## config.mk

```make
export PLATFORM = sky130hd
export DESIGN_NAME = fifo_queue
export DESIGN_NICKNAME = d
export VERILOG_FILES = /design/src/rtl/fifo_queue.sv
export SDC_FILE = /design/constraint.sdc
export NUM_CORES = 1
export LEC_CHECK = 0
export CORE_MARGIN = 1.5
export CORE_UTILIZATION = 55
export CTS_BUF_LIST = sky130_fd_sc_hd__clkbuf_4 sky130_fd_sc_hd__clkbuf_8
export DETAILED_ROUTE_END_ITERATION = 16
export PLACE_DENSITY = 0.76
export SYNTH_ARGS = -nofsm -noshare
export SYNTH_HDL_FRONTEND = slang
export SYNTH_SLANG_ARGS = --single-unit
export TNS_END_PERCENT = 5
```

## constraint.sdc

```tcl
create_clock -name clk -period 2.9 [get_ports clk]
set_clock_uncertainty 0.05 [all_clocks]
set_input_delay 0.58 -clock clk [delete_from_list [all_inputs] [get_ports clk]]
set_output_delay 0.58 -clock clk [all_outputs]
set_load 0.05 [all_outputs]
```

## src/rtl/fifo_queue.sv

```systemverilog
// fifo_queue: single-clock first-in/first-out buffer on circular storage.
//
// Words leave in arrival order. Occupancy is tracked in its own counter
// (not from the pointer difference) and all status flags are registered
// from the next-state count, so they always agree with `count`.
//
// Ports:
//   clk          in   clock, all state changes on rising edge
//   rst          in   asynchronous active-high reset
//   push         in   write request, data_in sampled on the same edge
//   pop          in   read request
//   data_in      in   WIDTH  word to enqueue
//   data_out     out  WIDTH  word dequeued by the last accepted pop (held otherwise)
//   valid_out    out  one-cycle pulse after each accepted pop
//   count        out  occupancy 0..DEPTH
//   empty, full  out  count == 0 / count == DEPTH
//   almost_empty out  count <= ALMOST_EMPTY
//   almost_full  out  count >= ALMOST_FULL
//   overflow     out  sticky: push refused at full (without pop)
//   underflow    out  sticky: pop requested while empty
module fifo_queue #(
    parameter int unsigned WIDTH        = 32,
    parameter int unsigned DEPTH        = 16,
    parameter int unsigned ALMOST_FULL  = 14,
    parameter int unsigned ALMOST_EMPTY = 2
) (
    input  logic                       clk,
    input  logic                       rst,
    input  logic                       push,
    input  logic                       pop,
    input  logic [WIDTH-1:0]           data_in,
    output logic [WIDTH-1:0]           data_out,
    output logic                       valid_out,
    output logic [$clog2(DEPTH):0]     count,
    output logic                       empty,
    output logic                       full,
    output logic                       almost_empty,
    output logic                       almost_full,
    output logic                       overflow,
    output logic                       underflow
);

    localparam int unsigned AW = $clog2(DEPTH);
    localparam int unsigned CW = AW + 1;

    logic [WIDTH-1:0] mem [DEPTH];

    logic [AW-1:0]    wr_ptr_q, wr_ptr_d;
    logic [AW-1:0]    rd_ptr_q, rd_ptr_d;
    logic [CW-1:0]    count_q, count_d;
    logic [WIDTH-1:0] data_out_q, data_out_d;
    logic             valid_q, valid_d;
    logic             empty_q, empty_d;
    logic             full_q, full_d;
    logic             aempty_q, aempty_d;
    logic             afull_q, afull_d;
    logic             ovf_q, ovf_d;
    logic             unf_q, unf_d;

    logic             push_ok;
    logic             pop_ok;

    always_comb begin
        // Acceptance uses the registered flags; a push at full is allowed
        // when a pop in the same cycle frees the slot.
        pop_ok  = pop & ~empty_q;
        push_ok = push & (~full_q | pop);

        wr_ptr_d   = wr_ptr_q;
        rd_ptr_d   = rd_ptr_q;
        count_d    = count_q;
        data_out_d = data_out_q;
        valid_d    = 1'b0;
        ovf_d      = ovf_q;
        unf_d      = unf_q;

        if (push_ok) begin
            wr_ptr_d = wr_ptr_q + 1'b1;
        end
        if (pop_ok) begin
            rd_ptr_d   = rd_ptr_q + 1'b1;
            data_out_d = mem[rd_ptr_q];
            valid_d    = 1'b1;
        end

        case ({push_ok, pop_ok})
            2'b10:   count_d = count_q + 1'b1;
            2'b01:   count_d = count_q - 1'b1;
            default: count_d = count_q;
        endcase

        if (push & full_q & ~pop) begin
            ovf_d = 1'b1;
        end
        if (pop & empty_q) begin
            unf_d = 1'b1;
        end

        empty_d  = (count_d == '0);
        full_d   = (count_d == CW'(DEPTH));
        aempty_d = (count_d <= CW'(ALMOST_EMPTY));
        afull_d  = (count_d >= CW'(ALMOST_FULL));
    end

    always_ff @(posedge clk or posedge rst) begin
        if (rst) begin
            wr_ptr_q   <= '0;
            rd_ptr_q   <= '0;
            count_q    <= '0;
            data_out_q <= '0;
            valid_q    <= 1'b0;
            empty_q    <= 1'b1;
            full_q     <= 1'b0;
            aempty_q   <= 1'b1;
            afull_q    <= 1'b0;
            ovf_q      <= 1'b0;
            unf_q      <= 1'b0;
        end else begin
            wr_ptr_q   <= wr_ptr_d;
            rd_ptr_q   <= rd_ptr_d;
            count_q    <= count_d;
            data_out_q <= data_out_d;
            valid_q    <= valid_d;
            empty_q    <= empty_d;
            full_q     <= full_d;
            aempty_q   <= aempty_d;
            afull_q    <= afull_d;
            ovf_q      <= ovf_d;
            unf_q      <= unf_d;
        end
    end

    // Storage is deliberately left out of reset.
    always_ff @(posedge clk) begin
        if (push_ok && !rst) begin
            mem[wr_ptr_q] <= data_in;
        end
    end

    assign data_out     = data_out_q;
    assign valid_out    = valid_q;
    assign count        = count_q;
    assign empty        = empty_q;
    assign full         = full_q;
    assign almost_empty = aempty_q;
    assign almost_full  = afull_q;
    assign overflow     = ovf_q;
    assign underflow    = unf_q;

endmodule
```

Word-level counts from Yosys, hierarchy flattened
Memories as Yosys holds them, arrays and structs flattened. A register that Yosys moved wholly into a read port is not among the register bits.
Cells that the tools add are included.
{"block": "totals", "ramBits": 512, "inputBits": 36, "memories": 1, "elab_cells": 36, "regBits": 20, "out_inout_bits": 44}
{"memory": "mem", "depth": 16, "width": 32, "read_ports": 1, "rd_ports_with_merged_regs": 1, "wr": 1, "line": "46", "rtl": "logic [WIDTH-1:0] mem [DEPTH];"}
{"block": "op_classes", "n_addsub": 4, "bitwise_logic": 9, "n_reduce_logical": 3, "n_mux": 4, "n_eq_ne": 3, "n_lt_le_gt_ge": 2}
{"cell": "$pmux W5 S2", "count": 1}
{"cell": "$add A4 B1 Y4 const B", "count": 2}
{"cell": "$add A5 B1 Y5 const B", "count": 1}
{"cell": "$and A1 B1 Y1", "count": 5}
{"cell": "$eq A5 B5 Y1 const B", "count": 1}
{"cell": "$ge A5 B4 Y1 const B", "count": 1}
{"cell": "$le A5 B2 Y1 const B", "count": 1}
{"cell": "$logic_not A5 Y1", "count": 1}
{"cell": "$sub A5 B1 Y5 const B", "count": 1}
{"cell": "$mux W1", "count": 3}
{"cell": "$not A1 Y1", "count": 3}
{"cell": "$eq A2 B1 Y1 const B", "count": 1}
{"cell": "$eq A2 B2 Y1 const B", "count": 1}
{"cell": "$logic_and A1 B1 Y1", "count": 1}
{"cell": "$logic_not A1 Y1", "count": 1}
{"cell": "$or A1 B1 Y1", "count": 1}

Logic depth before layout (Yosys ltp)
{"block": "logic_depth", "word_depth": 6, "ltp_mapped": 13, "mapped_depth_nobuf": 11}

Worst setup path before layout
OpenSTA, ideal clock, no wires.
{"block": "synth_timing", "kind": "input to register", "start": "input rst", "end": "memory mem[11][0] (enable)", "arrival_time_ps": 3479, "path_buffers": 0, "required_ps": 2429, "setup_ps": 421, "slack_ps": -1050, "path_stages": 4, "path_cell_list": "inv_1 and3_1 nand2_1 nor2_1"}
{"block": "synth_via", "elab_chain_cells": 4}
{"element": "start, declared", "line": "28", "rtl": "input logic rst,"}
{"element": "$logic_not A1 Y1", "line": "135", "rtl": "if (push_ok && !rst) begin"}
{"element": "$logic_and A1 B1 Y1", "line": "135"}
{"element": "$mux W1", "line": "135"}
{"element": "$mux W1 (implied by the code)", "line": "136", "rtl": "mem[wr_ptr_q] <= data_in;"}
{"element": "end, declared", "line": "46"}
No other way between the ends.

Worst setup path after layout
{"block": "layout_timing", "start": "register empty_q (netlist: empty)", "end": "output empty"}
{"element": "start, declared", "line": "53", "rtl": "logic empty_q, empty_d;"}
{"element": "start signal, assigned", "line": "124", "rtl": "empty_q <= empty_d;"}
{"element": "end, declared", "line": "35", "rtl": "output logic empty,"}
No word-level cell between the ends.

==> flow_summary.rst <==
.. list-table::
   :header-rows: 1

   * - Metric
     - Value
   * - Static leakage
     - slightly below 9 nW
   * - Critical path startpoint category
     - flip-flop
   * - Min-Delay Path Class
     - reg -> reg
   * - Maximum number of pins on one net before global-route repair
     - 53
   * - Clock tree from TritonCTS
     - built
   * - Total Routed Length
     - between 40 and 50 mm
   * - Transition time of the tightest slew-check pin
     - 0.825 ns
   * - Unrepaired setup endpoints after global routing
     - no
   * - DP Worst Slack
     - -0.306 ns
   * - Final hold violation count
     - 0
   * - Peak Freq
     - 377 MHz
   * - Final cell area excluding filler cells
     - 25600 um^2
   * - Net Sw Power
     - 0.00789 W
   * - Number of unique standard cell types used by synthesis
     - 42
   * - Cts bufs inserted
     - 86
   * - H-tree level count
     - 3
   * - Antenna diode count
     - 0
   * - Final setup violation count
     - 0
   * - Average instance area after synthesis
     - 19.7 um^2
   * - Vias in the first global route
     - 11400
   * - Number of instances in the synthesized netlist
     - about 1100
   * - Post-synthesis register bit count
     - roughly 560
   * - Most frequent standard cell in the layout excluding fill and tap cells
     - edfxtp_1
   * - Number of max-cap violations
     - 0
   * - Number of sinks on the clock net
     - 564
   * - Port bufs
     - 79
   * - Required @ worst endpoint
     - 2.27 ns
   * - Critical path start-end classification
     - reg -> out
   * - Sum of negative setup slack
     - 0 ns
   * - Post-synthesis cell area
     - around 22000 um^2
   * - Cell with the biggest individual delay on the critical path
     - clkdlybuf4s50_1
   * - Stage delay of the slowest cell on the critical path
     - 0.81 ns
   * - Largest delay share family, worst path
     - buffers and inverters
   * - Average routed wire per standard cell
     - 22.8 um
   * - Number of nets at the end of the flow
     - 1323
   * - Share of power burned in combinational logic
     - 0.320
   * - Root buffer cell
     - clkbuf_8
   * - Number of synthesized flops with an enable pin
     - 512
   * - Proportion of synthesized flip-flops having asynchronous set or reset
     - 0.0922
   * - Share of the yosys chip area belonging to registers
     - 0.765
   * - First drt pass iteration count
     - 5
   * - Number of synthesis warnings
     - 0
   * - DRC errors left
     - 0
   * - Data arrival time at the worst-slack endpoint
     - roughly 2 ns
   * - Fraction of power consumed by sequential logic
     - 0.417
   * - Maximum root-to-sink buffer count
     - 3
   * - Kind of end point of the critical path
     - primary output
   * - Antenna-violating nets left
     - 0
   * - CTS resizes
     - 0
   * - Worst IR drop on VDD
     - 0.000742 V
   * - Die Span X
     - 202 um
   * - Highest-count cells in the layout ignoring fill and taps
     - 512 x edfxtp_1, 103 x mux2i_1, 92 x clkbuf_8, 79 x mux4_2, 79 x clkdlybuf4s50_1
   * - Clock period minus worst slack
     - around 2.7 ns
   * - Skew-Pair Late Insertion Delay
     - 0.64 ns
   * - Outcome
     - completed
   * - Final period util
     - 0.914
   * - Standard cell core area
     - 38900 um^2
   * - Switching power as a share of total power
     - 0.320
   * - Primary FF master, synth
     - edfxtp_1
   * - Final weighted congestion of routability-driven global placement
     - 0.765
   * - Grt ovf
     - 0
   * - Number of DRC violations after detailed-routing iteration 0
     - slightly below 900
   * - Clock group share of total power
     - 0.263
   * - Starting utilization of the core area
     - 0.560
   * - Post-cts hold buffer count
     - 0
   * - Fraction of final layout cells sized beyond drive strength 1
     - 0.257
   * - Via-to-Cell Ratio
     - 5.85
   * - Number of top-level pins
     - 80
   * - Die Y-Extent
     - 202 um
   * - CP cell instances
     - clkdlybuf4s50_1
   * - First-pass GRT wire length
     - 66.3 mm
   * - Final Slew Violations
     - 0
   * - Detailed-route via count
     - 10900
   * - Crit path max fanout
     - 3
   * - Internal power consumption
     - 0.0168 W
   * - Worst-path clk slew
     - 0.06 ns
   * - Least setup slack across all paths after layout
     - about 0.25 ns
   * - Cell Area, Placed
     - ~24000 um^2
   * - Power per cell area
     - 965 nW/um^2
   * - WP buf/inv
     - 1
   * - Die outline area
     - 40800 um^2
   * - Final HPWL DP
     - 25.5 mm
   * - Gr usage total
     - 0.217
   * - Post-Syn Nets
     - ~1200
   * - Layout overhead on the synthesized area
     - 17.3%
   * - Total number of placement rows
     - 72
   * - Post-CTS setup buffers
     - 0
   * - Max-slew headroom
     - 0.450
   * - Initial antenna violation count
     - 1
[path summary, 6_finish.rpt]
kind	slack, ns	from	cells after the start	to
max reg2reg	0.38	full	11	almost_empty
min in group asynchronous	0.61	rst	3	underflow
max in group asynchronous	1.56	rst	3	rd_ptr_q[1]
min	0.43	underflow	1	underflow
min reg2reg	0.43	underflow	1	underflow
max	0.25	empty	1	empty
[state kept, by name, summed over array words and instances, names as in the netlist]
signal	flops
full	1
valid_out	1
overflow	1
rd_ptr_q	4
data_out	32
underflow	1
mem	512
count	5
almost_full	1
wr_ptr_q	4
almost_empty	1
empty	1
[logic make-up (layout without fill, tap and decap cells)]
kind of cell,after synthesis,after routing,synth area share
and+or+nand+nor,112,112,0.0237
DFF,564,564,0.765
adders and majority gates,8,8,0.00459
buffers and inverters,72,311,0.0172
xor gates and xnor gates,11,11,0.00442
muxes,212,212,0.144
AOI/OAI and AO/OA,128,128,0.0408
[metrics by stage]
stage | hold slack [ns] | power, W | utilization | std cells
3_3_place_gp | 0.403 | 0.0182 | 0.613 | 1709
3_5_place_dp | 0.410 | 0.0184 | 0.613 | 1709
6_report | 0.425 | 0.0247 | 0.657 | 1864
4_1_cts | 0.424 | 0.0249 | 0.657 | 1864
5_1_grt | 0.453 | 0.0258 | 0.657 | 1864
2_1_floorplan | 0.431 | 0.0158 | - | 1107
[power groups by stage]
stage	Clock, W	Combinational [W]	Sequential [W]
floorplan	0	0.00478	0.0111
global route	0.00697	0.00847	0.0104
global placement	0	0.00779	0.0104
detailed placement	0	0.00794	0.0105
finish	0.00649	0.00789	0.0103
CTS	0.00662	0.00797	0.0103
[metal layers]
metal,wire length (um),share of wire,up-vias,track usage
met4,976,0.023,2,0.0783
met5,14,0.00033,-,0
met1,17800,0.42,5609,0.299
met3,2990,0.070,65,0.0492
met2,20800,0.49,391,0.346
li1,-,-,4830,-
[cell usage after synthesis, drive strengths merged (2+ instances only)]
cell	count	area, um^2
and2	14	87.6
xnor2	8	70.1
a221oi	13	114
clkbuf	25	93.8
nor2	56	213
a21oi	36	180
a21o	2	15.0
xor2	3	26.3
buf	40	254
dfstp	2	52.6
and3	5	31.3
ha	8	100
a31oi	19	119
nand3	2	10.0
a22oi	34	255
nand2	20	75.1
inv	7	26.3
mux2i	103	1030
mux2	30	338
o21ai	3	15.0
nor3	2	10.0
nor2b	6	37.5
mux4	79	1780
nand2b	2	12.5
dfrtp	50	1250
edfxtp	512	15400
o22a	15	131
[final cells by class]
class / instances / area [um^2]
timing repair buffer: 149 / 1690
fill: 2524 / 13300
sequential: 564 / 16700
tap: 518 / 648
clock buffer: 115 / 1440
inverter: 7 / 30.0
multi-input combinational: 471 / 4790
clock inverter: 40 / 292
Note: power is estimated with default switching activity, not from simulation.
